**src/rtl/sseg_pkg.sv**
```systemverilog
// Shared constants for the seven-segment display path.
// Latency: n/a (constants and pure functions only).
// Backpressure: n/a.
//
// Segment patterns are active-low, bit order {g,f,e,d,c,b,a}.
// The hex table is shared with the upstream per-digit decoders.
package sseg_pkg;

    localparam logic [6:0] SEG_BLANK = 7'h7F;
    localparam logic       DP_OFF    = 1'b1;

    localparam logic [6:0] SEG_HEX_0 = 7'h40;
    localparam logic [6:0] SEG_HEX_1 = 7'h79;
    localparam logic [6:0] SEG_HEX_2 = 7'h24;
    localparam logic [6:0] SEG_HEX_3 = 7'h30;
    localparam logic [6:0] SEG_HEX_4 = 7'h19;
    localparam logic [6:0] SEG_HEX_5 = 7'h12;
    localparam logic [6:0] SEG_HEX_6 = 7'h02;
    localparam logic [6:0] SEG_HEX_7 = 7'h78;
    localparam logic [6:0] SEG_HEX_8 = 7'h00;
    localparam logic [6:0] SEG_HEX_9 = 7'h10;
    localparam logic [6:0] SEG_HEX_A = 7'h08;
    localparam logic [6:0] SEG_HEX_B = 7'h03;
    localparam logic [6:0] SEG_HEX_C = 7'h46;
    localparam logic [6:0] SEG_HEX_D = 7'h21;
    localparam logic [6:0] SEG_HEX_E = 7'h06;
    localparam logic [6:0] SEG_HEX_F = 7'h0E;

    // Counter width able to hold 0..n-1, never narrower than one bit.
    function automatic int cnt_width(input int n);
        return (n > 1) ? $clog2(n) : 1;
    endfunction

    // Nibble to active-low segment pattern, for upstream decoders.
    function automatic logic [6:0] hex_to_seg(input logic [3:0] h);
        logic [6:0] s;
        s = SEG_BLANK;
        case (h)
            4'h0: s = SEG_HEX_0;
            4'h1: s = SEG_HEX_1;
            4'h2: s = SEG_HEX_2;
            4'h3: s = SEG_HEX_3;
            4'h4: s = SEG_HEX_4;
            4'h5: s = SEG_HEX_5;
            4'h6: s = SEG_HEX_6;
            4'h7: s = SEG_HEX_7;
            4'h8: s = SEG_HEX_8;
            4'h9: s = SEG_HEX_9;
            4'hA: s = SEG_HEX_A;
            4'hB: s = SEG_HEX_B;
            4'hC: s = SEG_HEX_C;
            4'hD: s = SEG_HEX_D;
            4'hE: s = SEG_HEX_E;
            default: s = SEG_HEX_F;
        endcase
        return s;
    endfunction

endpackage

```
**src/rtl/sseg_scan_ctrl_if.sv**
```systemverilog
// Upstream-facing bundle of the scanner: load handshake, pattern data and pins.
// Latency: n/a (wiring only).
// Backpressure: none; load is always accepted, load_ack reports the frame-boundary copy.
//
// master: display-data producer / pin consumer.  slave: the scanner.
// Optional macro SSEG_SCAN_DIM_EN adds the 4-bit brightness input.
interface sseg_scan_ctrl_if #(
    parameter int NUM_DIGITS = 4,
    parameter int SEG_W      = 7
);
    logic                        en;
    logic                        load;
    logic [NUM_DIGITS*SEG_W-1:0] seg_in;
    logic [NUM_DIGITS-1:0]       dp_in;
`ifdef SSEG_SCAN_DIM_EN
    logic [3:0]                  bright;
`endif
    logic                        load_ack;
    logic                        frame_tick;
    logic [NUM_DIGITS-1:0]       an;
    logic [SEG_W-1:0]            sseg;
    logic                        dp;

    modport master (
`ifdef SSEG_SCAN_DIM_EN
        output bright,
`endif
        output en, load, seg_in, dp_in,
        input  load_ack, frame_tick, an, sseg, dp
    );

    modport slave (
`ifdef SSEG_SCAN_DIM_EN
        input  bright,
`endif
        input  en, load, seg_in, dp_in,
        output load_ack, frame_tick, an, sseg, dp
    );

endinterface

```
**src/rtl/sseg_prescaler.sv**
```systemverilog
// Digit-slot prescaler: div_cnt counts 0..CLK_DIV-1 while enabled, slot_tick on the last count.
// Latency: slot_tick is combinational from the registered count.
// Backpressure: en=0 freezes the count and suppresses slot_tick.
//
// Ports: clk, rst (sync, active-high), en, div_cnt (current count), slot_tick.
module sseg_prescaler
    import sseg_pkg::*;
#(
    parameter int CLK_DIV = 50000,
    localparam int CNT_W  = cnt_width(CLK_DIV)
) (
    input  logic             clk,
    input  logic             rst,
    input  logic             en,
    output logic [CNT_W-1:0] div_cnt,
    output logic             slot_tick
);

    logic [CNT_W-1:0] r_cnt;

    assign slot_tick = en && (r_cnt == CNT_W'(CLK_DIV - 1));
    assign div_cnt   = r_cnt;

    always_ff @(posedge clk) begin
        if (rst) begin
            r_cnt <= '0;
        end else if (en) begin
            r_cnt <= slot_tick ? '0 : r_cnt + 1'b1;
        end
    end

endmodule

```
**src/rtl/sseg_scan_ctrl.sv**
```systemverilog
// Time-multiplexed seven-segment scanner with frame-synchronous double-buffered display data.
// Latency: pins lag the digit index by 1 cycle; load visible within NUM_DIGITS*CLK_DIV+1 enabled cycles.
// Backpressure: none; loads overwrite the shadow (last wins), load_ack pulses when it reaches the display.
//
// Ports: clk, rst (sync, active-high), bus (sseg_scan_ctrl_if.slave):
//   en, load, seg_in, dp_in [, bright] in; load_ack, frame_tick, an, sseg, dp out.
// Optional macro SSEG_SCAN_DIM_EN: PWM-dims the anodes within each slot by bright.
module sseg_scan_ctrl
    import sseg_pkg::*;
#(
    parameter int NUM_DIGITS = 4,
    parameter int CLK_DIV    = 50000,
    parameter int SEG_W      = 7
) (
    input  logic           clk,
    input  logic           rst,
    sseg_scan_ctrl_if.slave bus
);

    localparam int IDX_W = cnt_width(NUM_DIGITS);
    localparam int CNT_W = cnt_width(CLK_DIV);
    localparam logic [SEG_W-1:0] BLANK_SEG = '1;

    logic [CNT_W-1:0]            w_div_cnt;
    logic                        w_slot_tick;
    logic                        w_boundary;
    logic                        w_an_on;
    logic [NUM_DIGITS-1:0]       w_an_sel;

    logic [IDX_W-1:0]            r_idx;
    logic                        r_pending;
    logic [NUM_DIGITS*SEG_W-1:0] r_shadow_seg;
    logic [NUM_DIGITS-1:0]       r_shadow_dp;
    logic [NUM_DIGITS*SEG_W-1:0] r_active_seg;
    logic [NUM_DIGITS-1:0]       r_active_dp;
    logic [NUM_DIGITS-1:0]       r_an;
    logic [SEG_W-1:0]            r_sseg;
    logic                        r_dp;
    logic                        r_load_ack;
    logic                        r_frame_tick;

    sseg_prescaler #(
        .CLK_DIV   (CLK_DIV)
    ) u_prescaler (
        .clk       (clk),
        .rst       (rst),
        .en        (bus.en),
        .div_cnt   (w_div_cnt),
        .slot_tick (w_slot_tick)
    );

    // Last slot of the frame ending; with one digit every slot is a boundary.
    assign w_boundary = w_slot_tick && (r_idx == IDX_W'(NUM_DIGITS - 1));
    assign w_an_sel   = NUM_DIGITS'(1) << r_idx;

`ifdef SSEG_SCAN_DIM_EN
    // Anode on while div_cnt*16 < (bright+1)*CLK_DIV; PW bits hold both sides
    // without truncation since CLK_DIV <= 2**CNT_W.
    localparam int PW = CNT_W + 5;
    logic [4:0]    w_bright_p1;
    logic [PW-1:0] w_dim_lhs;
    logic [PW-1:0] w_dim_rhs;

    assign w_bright_p1 = {1'b0, bus.bright} + 5'd1;
    assign w_dim_lhs   = PW'({w_div_cnt, 4'b0000});
    assign w_dim_rhs   = PW'(w_bright_p1) * PW'(CLK_DIV);
    assign w_an_on     = (w_dim_lhs < w_dim_rhs);
`else
    assign w_an_on     = 1'b1;
`endif

    always_ff @(posedge clk) begin
        if (rst) begin
            r_idx        <= '0;
            r_pending    <= 1'b0;
            r_shadow_seg <= '1;
            r_shadow_dp  <= '0;
            r_active_seg <= '1;
            r_active_dp  <= '0;
            r_an         <= '1;
            r_sseg       <= BLANK_SEG;
            r_dp         <= DP_OFF;
            r_load_ack   <= 1'b0;
            r_frame_tick <= 1'b0;
        end else begin
            if (w_slot_tick) begin
                r_idx <= w_boundary ? '0 : r_idx + 1'b1;
            end

            if (bus.load) begin
                r_shadow_seg <= bus.seg_in;
                r_shadow_dp  <= bus.dp_in;
            end

            // Copies the shadow as it stood before this cycle, so a load landing
            // on the boundary stays pending for the following frame.
            if (w_boundary && r_pending) begin
                r_active_seg <= r_shadow_seg;
                r_active_dp  <= r_shadow_dp;
            end

            r_pending    <= bus.load | (r_pending & ~w_boundary);
            r_load_ack   <= w_boundary & r_pending;
            r_frame_tick <= w_boundary;

            if (bus.en) begin
                r_an   <= w_an_on ? ~w_an_sel : '1;
                r_sseg <= r_active_seg[r_idx*SEG_W +: SEG_W];
                r_dp   <= ~r_active_dp[r_idx];
            end else begin
                r_an   <= '1;
                r_sseg <= BLANK_SEG;
                r_dp   <= DP_OFF;
            end
        end
    end

    assign bus.an         = r_an;
    assign bus.sseg       = r_sseg;
    assign bus.dp         = r_dp;
    assign bus.load_ack   = r_load_ack;
    assign bus.frame_tick = r_frame_tick;

endmodule
```
**src/flat_wrapper.sv**
```systemverilog
// flat-port wrapper written by rule: the top's interface ports become plain ports
module sseg_scan_ctrl_flat import sseg_pkg::*;
#(
    parameter int NUM_DIGITS = 4,
    parameter int CLK_DIV    = 50000,
    parameter int SEG_W      = 7
)
  (clk, rst, bus_en, bus_load, bus_seg_in, bus_dp_in, bus_load_ack, bus_frame_tick, bus_an, bus_sseg, bus_dp);
  sseg_scan_ctrl_if #(.NUM_DIGITS(NUM_DIGITS), .SEG_W(SEG_W)) bus_i ();
  input  logic clk;
  input  logic rst;
  input wire logic [$bits(bus_i.en)-1:0] bus_en;
  input wire logic [$bits(bus_i.load)-1:0] bus_load;
  input wire logic [$bits(bus_i.seg_in)-1:0] bus_seg_in;
  input wire logic [$bits(bus_i.dp_in)-1:0] bus_dp_in;
  output wire logic [$bits(bus_i.load_ack)-1:0] bus_load_ack;
  output wire logic [$bits(bus_i.frame_tick)-1:0] bus_frame_tick;
  output wire logic [$bits(bus_i.an)-1:0] bus_an;
  output wire logic [$bits(bus_i.sseg)-1:0] bus_sseg;
  output wire logic [$bits(bus_i.dp)-1:0] bus_dp;
  assign bus_i.en = bus_en;
  assign bus_i.load = bus_load;
  assign bus_i.seg_in = bus_seg_in;
  assign bus_i.dp_in = bus_dp_in;
  assign bus_load_ack = bus_i.load_ack;
  assign bus_frame_tick = bus_i.frame_tick;
  assign bus_an = bus_i.an;
  assign bus_sseg = bus_i.sseg;
  assign bus_dp = bus_i.dp;
  sseg_scan_ctrl #(.NUM_DIGITS(NUM_DIGITS), .CLK_DIV(CLK_DIV), .SEG_W(SEG_W)) u_core (.clk(clk), .rst(rst), .bus(bus_i));
endmodule
```
**config.mk**
```make
export PLATFORM = sky130hd
export DESIGN_NAME = sseg_scan_ctrl_flat
export DESIGN_NICKNAME = d
export VERILOG_FILES = /design/src/rtl/sseg_pkg.sv /design/src/rtl/sseg_scan_ctrl_if.sv /design/src/rtl/sseg_prescaler.sv /design/src/rtl/sseg_scan_ctrl.sv /design/src/flat_wrapper.sv
export SDC_FILE = /design/constraint.sdc
export NUM_CORES = 1
export LEC_CHECK = 0
export ABC_AREA = 1
export CAP_MARGIN = 20
export CORE_ASPECT_RATIO = 0.9
export CORE_MARGIN = 2
export CORE_UTILIZATION = 45
export DETAILED_ROUTE_END_ITERATION = 10
export PLACE_DENSITY_LB_ADDON = 0.15
export SKIP_LAST_GASP = 1
export SLEW_MARGIN = 20
export SYNTH_ARGS = -nofsm -noshare
export SYNTH_HDL_FRONTEND = slang
export SYNTH_SLANG_ARGS = --single-unit
export TNS_END_PERCENT = 20
```
**constraint.sdc**
```tcl
create_clock -name clk -period 1.5 [get_ports clk]
set_input_delay 0.225 -clock clk [delete_from_list [all_inputs] [get_ports clk]]
set_output_delay 0.225 -clock clk [all_outputs]
set_load 0.1 [all_outputs]
```
After elaboration in Yosys (flattened, before gate mapping). Index checks and enable logic that the tools add are counted. W data, S select, Z words.

Bits in registers: 97. Word-level logic and storage cells: 35.

Add/sub/neg operators: 2. $mul: 1. Order comparisons: 1. Eq/ne operators: 2. Shift operators: 2. Multiplexer cells: 4. Bitwise operators: 7. Reduce and logical (&&, ||, !) cells: 4.

Operators with widths (count): $shiftx A28 B6 Y7 (1); $add A16 B1 Y16 const B (1); $eq A16 B16 Y1 const B (1); $mux W16 (1); $mul A2 B3 Y5 const B (1); $not A4 Y4 (1); $shl A1 B2 Y4 const A (1); $logic_and A1 B1 Y1 (3); $lt A2 B3 Y1 const B (1); $not A1 Y1 (3); $add A2 B1 Y2 const B (1); $and A1 B1 Y1 (2); $bmux W1 S2 (1); $eq A2 B2 Y1 const B (1); $mux W2 (1); $reduce_or A2 Y1 (1); $mux W1 (1); $or A1 B1 Y1 (1).

Depth between registers and ports, before layout. Gate-level depths: netlist (run 1).

Word-level depth: 6. Depth in mapped cells: 9.

Hierarchy. A second synthesis (run 1) with hierarchy kept.

Cell total of the unflattened synthesis: 529. Area, all modules: 3995.1 um^2.

By module, submodules not included: sseg_scan_ctrl (instances 1, cells an instance 395, area an instance 3050.4 um^2, sequential area each 1621.6 um^2); sseg_prescaler (instances 1, cells an instance 134, area an instance 944.7 um^2, sequential area each 320.3 um^2).

Worst setup path before layout (run 1). Ideal clock, no wire load.

Path kind: reg-to-reg. Start point: reg u_core.u_prescaler.r_cnt[0], in the netlist u_core.u_prescaler.div_cnt[0]. End point: reg u_core.r_active_seg[0]. Setup time: 130 ps. Data arrival time: 1297 ps. Required time: 1370 ps. Path slack: 73 ps. Stages on the path, launching flop included: 10. Clock period less this slack: 1427 ps. Cell sequence: dfxtp_1 > ha_1 > nand2_1 > nor2_1 > nand2_2 > nor2_8 > nand3_4 > buf_6 > nand2_1 > nand3_1.

Cells in the longest elaborated chain, start to end: 4.

Ends and longest elaborated chain: start: declaration (line sseg_prescaler.sv:19) `logic [CNT_W-1:0] r_cnt;`; start signal: assignment (line sseg_prescaler.sv:28) `r_cnt <= slot_tick ? '0 : r_cnt + 1'b1;`; $eq A16 B16 Y1 (line sseg_prescaler.sv:21) `assign slot_tick = en && (r_cnt == CNT_W'(CLK_DIV - 1));`; $logic_and A1 B1 Y1 (line sseg_prescaler.sv:21); $logic_and A1 B1 Y1 (line sseg_scan_ctrl.sv:53) `assign w_boundary = w_slot_tick && (r_idx == IDX_W'(NUM_DIGITS - 1));`; $logic_and A1 B1 Y1 (line sseg_scan_ctrl.sv:97) `if (w_boundary && r_pending) begin`; end signal: assignment (line sseg_scan_ctrl.sv:98) `r_active_seg <= r_shadow_seg;`; end: declaration (line sseg_scan_ctrl.sv:34) `logic [NUM_DIGITS*SEG_W-1:0] r_active_seg;`.

No other way between the ends. A chain may end at the register's enable or synchronous reset.

Final worst setup path (run 1).
Start point: reg u_core.u_prescaler.r_cnt[0], in the netlist u_core.u_prescaler.div_cnt[0]. End point: reg u_core.r_active_dp[1].

Cells in the longest elaborated chain, start to end: 4.

Ends and longest elaborated chain: $eq A16 B16 Y1 (line sseg_prescaler.sv:21); $logic_and A1 B1 Y1 (line sseg_prescaler.sv:21); $logic_and A1 B1 Y1 (line sseg_scan_ctrl.sv:53); $logic_and A1 B1 Y1 (line sseg_scan_ctrl.sv:97); end signal: assignment (line sseg_scan_ctrl.sv:99) `r_active_dp <= r_shadow_dp;`; end: declaration (line sseg_scan_ctrl.sv:35) `logic [NUM_DIGITS-1:0] r_active_dp;`.

No other way between the ends.

==> results of run 1 <==
## per-stage QoR
step / cell area [um^2] / utilization
2_1_floorplan: 3940 / -
3_3_place_gp: 4830 / 0.567
3_5_place_dp: 4830 / 0.567
4_1_cts: 5040 / 0.591
5_1_grt: 5290 / 0.620
6_report: 5290 / 0.620
## logic make-up (layout without fill, tap and decap cells)
logic type               Yosys count  count (layout)  share of synthesized area
AO/OA/AOI/OAI                     45              45                     0.0670
flip-flops                        97              97                      0.493
buffers and inverters             60             131                     0.0666
XOR/XNOR                           2               2                    0.00444
adder cells (fa/ha/maj)            5               5                     0.0159
AND/OR/NAND/NOR                  305             305                      0.354
## how the worst min path moves through the flow
stage                           startpoint                       to  cells after the start
detailed placement  u_core.r_active_seg[0]   u_core.r_active_seg[0]                      2
global placement    u_core.r_active_seg[1]   u_core.r_active_seg[1]                      2
finish                      bus_seg_in[12]  u_core.r_shadow_seg[12]                      3
floorplan                   bus_seg_in[27]  u_core.r_shadow_seg[27]                      2
CTS                         bus_seg_in[12]  u_core.r_shadow_seg[12]                      3
global route                bus_seg_in[10]  u_core.r_shadow_seg[10]                      3
## power groups by stage
| stage | logic, W | clock network (W) | registers [W] |
|---|---|---|---|
| 3_5_place_dp | 0.000329 | 0 | 0.00275 |
| 4_1_cts | 0.000330 | 0.00172 | 0.00269 |
| 6_report | 0.000331 | 0.00167 | 0.00269 |
| 3_3_place_gp | 0.000322 | 0 | 0.00274 |
| 5_1_grt | 0.000371 | 0.00180 | 0.00270 |
| 2_1_floorplan | 0.000152 | 0 | 0.00274 |
## worst register-to-register path: stages, from the launching register on
cell and delay (ns):
dfxtp_2 0.37, ha_4 0.14, nand2_2 0.06, nor2_2 0.09, nand2_2 0.10, nor2_8 0.16, nand3_4 0.16, clkbuf_16 0.21
nand2_1 0.05, nand2_1 0.05, nor2_1 0.09
## placed cells by master (no fill, tap or decap), types with 14 or more instances in the layout
master and instances:
buf_12 18, buf_4 27, clkdlybuf4s50_1 35, dfxtp_1 95, inv_1 22, nand2_1 123, nand3_1 61, nand4_1 33
nor2_1 50, o211ai_1 14, o21ai_0 20
## per-layer routing
metal | wire, um | track usage | vias up | part of all wire
met3 | 493 | 0.0498 | 6 | 0.052
met4 | 80 | 0.0400 | 0 | 0.0084
met1 | 4520 | 0.275 | 1663 | 0.48
met5 | 0 | 0 | - | 0
met2 | 4380 | 0.318 | 103 | 0.46
li1 | - | - | 1846 | -
## layout make-up
type | count | area (um^2)
clock buffers | 9 | 124
clock inverters | 7 | 78.8
fillers | 776 | 3240
inverters | 28 | 105
multi-input cells | 357 | 1830
flip-flops and latches | 97 | 1940
well taps | 119 | 149
repair buffers | 87 | 1060
## sequential cells by signal (all words and copies together) (netlist names), 2 cells and up
name                        cells
u_core.r_active_seg            28
u_core.r_idx                    2
u_core.r_active_dp              4
u_core.r_shadow_seg            28
u_core.r_shadow_dp              4
u_core.bus.an                   4
u_core.u_prescaler.div_cnt     16
u_core.bus.sseg                 7
## what timing repair did
item                       4_1_cts  5_1_grt
setup buffers                    0        3
cloned                           0        6
setup endpoints to repair       33       45
resized for setup                1       24
pin swaps                        1        5
hold buffers                     0        0
==> metrics, run 1 <==
deepest clock path buffer count=2; worst rel slew slack=0.668; type of the worst min-delay path=primary input to register; Max Fanout on Critical Path=9; Synth Register Bits=97; Worst setup startpoint=u_core.u_prescaler.div_cnt[0]; top-area cell type share of the netlist area=0.493; mapped cell area=0.00394 mm^2; first-pass GRT wire length=15200 um; YS warnings=0; CTS Buf Count=9; Tot GR Track Use=0.200; final cell count without fillers=704; Num Clock Sinks=97; Final period util=1.02; Clock power frac=0.356; reg2reg start=u_core.u_prescaler.div_cnt[0]; setup_tns=-0.178 ns; CP max-delay cell=dfxtp_2; CP Capture Type=register; total power=0.00469 W; worst path cell trace=ha_4, nand2_2, nor2_2, nand2_2, nor2_8, nand3_4, clkbuf_16, nand2_1, nand2_1, nor2_1; R2R Setup Slk=-0.03 ns; pre-CTS WS=-0.209 ns; count of cell types in the netlist=28; antenna violations before repair=0; post-synth top area cell=dfxtp_1; Comb power frac=0.070; Synth-to-Final Area Change=34.2%; GR Overflow Total=0; Crit path buffers/inverters=1; Die Area=0.00953 mm^2; die width=103 um; Synth area leaders=dfxtp_1, nand2_1, nand3_1; Internal=0.00347 W; skew final=0.0160 ns; largest net degree at the start of global routing=47; PwrDens=887 mW/mm^2; Die Height=92.8 um; max-cap viol count=0; CP Class=register to register; Slew Limit Fails=0; core region area=0.00853 mm^2; CTS tree=built; crit path launch type=register; Rows=32; Initial DRT Pass Iterations=5; status=finished with violations; largest stage delay on the critical path=0.37 ns; Detailed Route WL=9480 um; Antenna diodes=0; max frequency=0.654 GHz; number of global-route vias before repair=3374; final hold vios=0; post-placement cell count=679; final setup fails=12; routed len/inst=13.5 um; VDD IR max=0.000457 V; PortBufs=49; crit path time final=1.53 ns; final setup margin=-0.0287 ns; worst hold slack=0.404 ns; Crit path max-delay family=simple AND/OR/NAND/NOR gates; layout cell share with drive strength beyond 1=0.181; initial core utilization=0.462; top-count cell post-synth=nand2_1; Worst R2R End=u_core.r_active_dp[1]; DRT antenna net count=0; ys flop type=dfxtp_1; Data required, critical path=1.82 ns; drt via density=5.14; # IOs=50; Cells after Synth=514; via count=3618; Sw Ratio=0.260; CP Data Arrival Time=1.85 ns; logic depth of the worst path, buffers included=10; DRC errors left=0; Starting DRT DRC Count=206; clk_lat worst skew=0.38 ns; post-synthesis async set-or-reset flop share=0; failing checks=setup timing; worst setup path end=u_core.r_active_dp[1]; clock transition at the registers of the reported paths=0.11 ns; Final HPWL DP=6400 um; Reg2Reg Depth=10; number of flops mapped to enable cells by yosys=0; synthesized net count=555; P_leak=2.30 nW; routability congestion estimate=0.887; sequential power share=0.573; RSZ-0062 raised after global routing=true; syn_area_per_cell=7.67 um^2; Clock Tree Root=clkbuf_8; synth cell count leaders=nand2_1, dfxtp_1, nand3_1; nets@finish=621; switching pwr=0.00122 W; register area share after synthesis=0.493; Worst Tran Pin Value=0.498 ns; Max H-tree Level=3
No activity file was read; power rests on OpenSTA's default activity.
==> run 2: changes to the inputs <==
--- a/config.mk
+++ b/config.mk
@@ -6,7 +6,6 @@
 export NUM_CORES = 1
 export LEC_CHECK = 0
 export ABC_AREA = 1
-export CAP_MARGIN = 20
 export CORE_ASPECT_RATIO = 0.9
 export CORE_MARGIN = 2
 export CORE_UTILIZATION = 45
==> results of run 2 <==
Same layout as run 1: the final DEF is identical, and so are final timing and power.
==> run 3: changes to the inputs <==
--- a/config.mk
+++ b/config.mk
@@ -11,6 +11,7 @@
 export CORE_UTILIZATION = 45
 export DETAILED_ROUTE_END_ITERATION = 10
 export PLACE_DENSITY_LB_ADDON = 0.15
+export SETUP_SLACK_MARGIN = 0.05
 export SKIP_LAST_GASP = 1
 export SLEW_MARGIN = 20
 export SYNTH_ARGS = -nofsm -noshare
==> metrics, run 3 (synthesis results as in run 1) <==
final setup margin=-0.0342 ns; routed len/inst=13.4 um; hold buffers post-CTS=0; CTS Buf Count=9; largest net degree at the start of global routing=47; status=finished with violations; post-placement cell count=679; DRC errors left=0; worst rel slew slack=0.672; layout cell share with drive strength beyond 1=0.178; type of the worst min-delay path=primary input to register; worst path cell trace=ha_4, nand2_2, nor2_2, nand2_2, nor2_8, nand3_4, clkbuf_16, nand2_1, nand2_1, nor2_1; largest stage delay on the critical path=0.37 ns; core region area=0.00853 mm^2; failing checks=setup timing; clk_lat worst skew=0.37 ns; Final period util=1.02; Die Area=0.00953 mm^2; max frequency=0.652 GHz; VDD IR max=0.000460 V; Max H-tree Level=3; CP Data Arrival Time=1.85 ns; Num Clock Sinks=97; CTS tree=built; WL met3=463 um; PortBufs=49; drt via density=5.12; Rows=32; met2 WL=4360 um; clock transition at the registers of the reported paths=0.11 ns; GR Overflow Total=0; first-pass GRT wire length=15200 um; Slew Limit Fails=0; P_leak=2.30 nW; number of global-route vias before repair=3363; routability congestion estimate=0.887; Antenna diodes=0; final core occ=0.618; deepest clock path buffer count=2; Tot GR Track Use=0.200; antenna violations before repair=0; Data required, critical path=1.82 ns; Synth-to-Final Area Change=33.7%; Initial DRT Pass Iterations=4; Max Fanout on Critical Path=18; PwrDens=892 mW/mm^2; RSZ-0062 raised after global routing=true; most frequent cells in the layout=nand2_1, dfxtp_1, nand3_1; CP max-delay cell=dfxtp_2; max-cap viol count=0; final setup fails=20; die width=103 um; Top Metal Used=met4; via count=3601; DRT antenna net count=0; Die Height=92.8 um; Detailed Route WL=9400 um; crit path time final=1.53 ns; Clock Tree Root=clkbuf_8; pre-CTS WS=-0.209 ns; initial core utilization=0.462; commonest non-fill, non-tap cell in the layout=nand2_1; Final HPWL DP=6400 um; Worst Tran Pin Value=0.492 ns; DRT met1 WL=4510 um; final hold vios=0; CP Capture Type=register; final cell count without fillers=703; # IOs=50; skew final=0.0178 ns; nets@finish=620; total power=0.00470 W; Starting DRT DRC Count=174; CP Class=register to register; crit path launch type=register
## run 3: path summary, 6_finish.rpt
check | start | end | slack [ns] | depth (start not counted)
hold / removal | bus_seg_in[12] | u_core.r_shadow_seg[12] | 0.41 | 3
setup reg to reg | u_core.u_prescaler.div_cnt[0] | u_core.r_active_dp[2] | -0.03 | 10
hold reg to reg | u_core.r_active_seg[5] | u_core.r_active_seg[5] | 0.46 | 2
setup / recovery | u_core.u_prescaler.div_cnt[0] | u_core.r_active_dp[2] | -0.03 | 10
## run 3: metal layers
layer	vias up	track usage
li1	1843	-
met1	1665	0.275
met2	87	0.317
met3	6	0.0498
met4	0	0.0400
met5	-	0
## run 3: stage by stage
step                area, um^2  hold WS (ns)  setup TNS (ns)
floorplan                 3940         0.347               0
detailed placement        4830         0.442           -9.01
finish                    5270         0.406          -0.281
CTS                       5040         0.387               0
global placement          4830         0.434           -7.60
global route              5270         0.397           -2.97
## run 3: worst max-delay path: cells and delay by family, from the launching register on
kind	cells	cell delay (ns)
and+or+nand+nor	8	0.76
DFF	1	0.37
adders and majority gates	1	0.14
buffers and inverters	1	0.23
## run 3: repair_timing
| action | 4_1_cts | 5_1_grt |
|---|---|---|
| cloned | 0 | 5 |
| pin swaps | 1 | 4 |
| buffers inserted | 0 | 3 |
| endpoints found under the hold margin | 0 | 0 |
| resized for setup | 1 | 22 |
| setup endpoints to repair | 42 | 49 |
## run 3: final cells by class
type                       count  area, um^2
clock buffer                   9         124
clock inverter                 7        78.8
fill                         780        3260
inverter                      28         105
multi-input combinational    357        1820
sequential                    97        1940
tap                          119         149
timing repair buffer          86        1050
## run 3: power breakdown
group	internal [W]	total [W]	switching, W
logic	0.000165	0.000330	0.000165
registers	0.00264	0.00269	0.0000469
clock network	0.000663	0.00168	0.00102
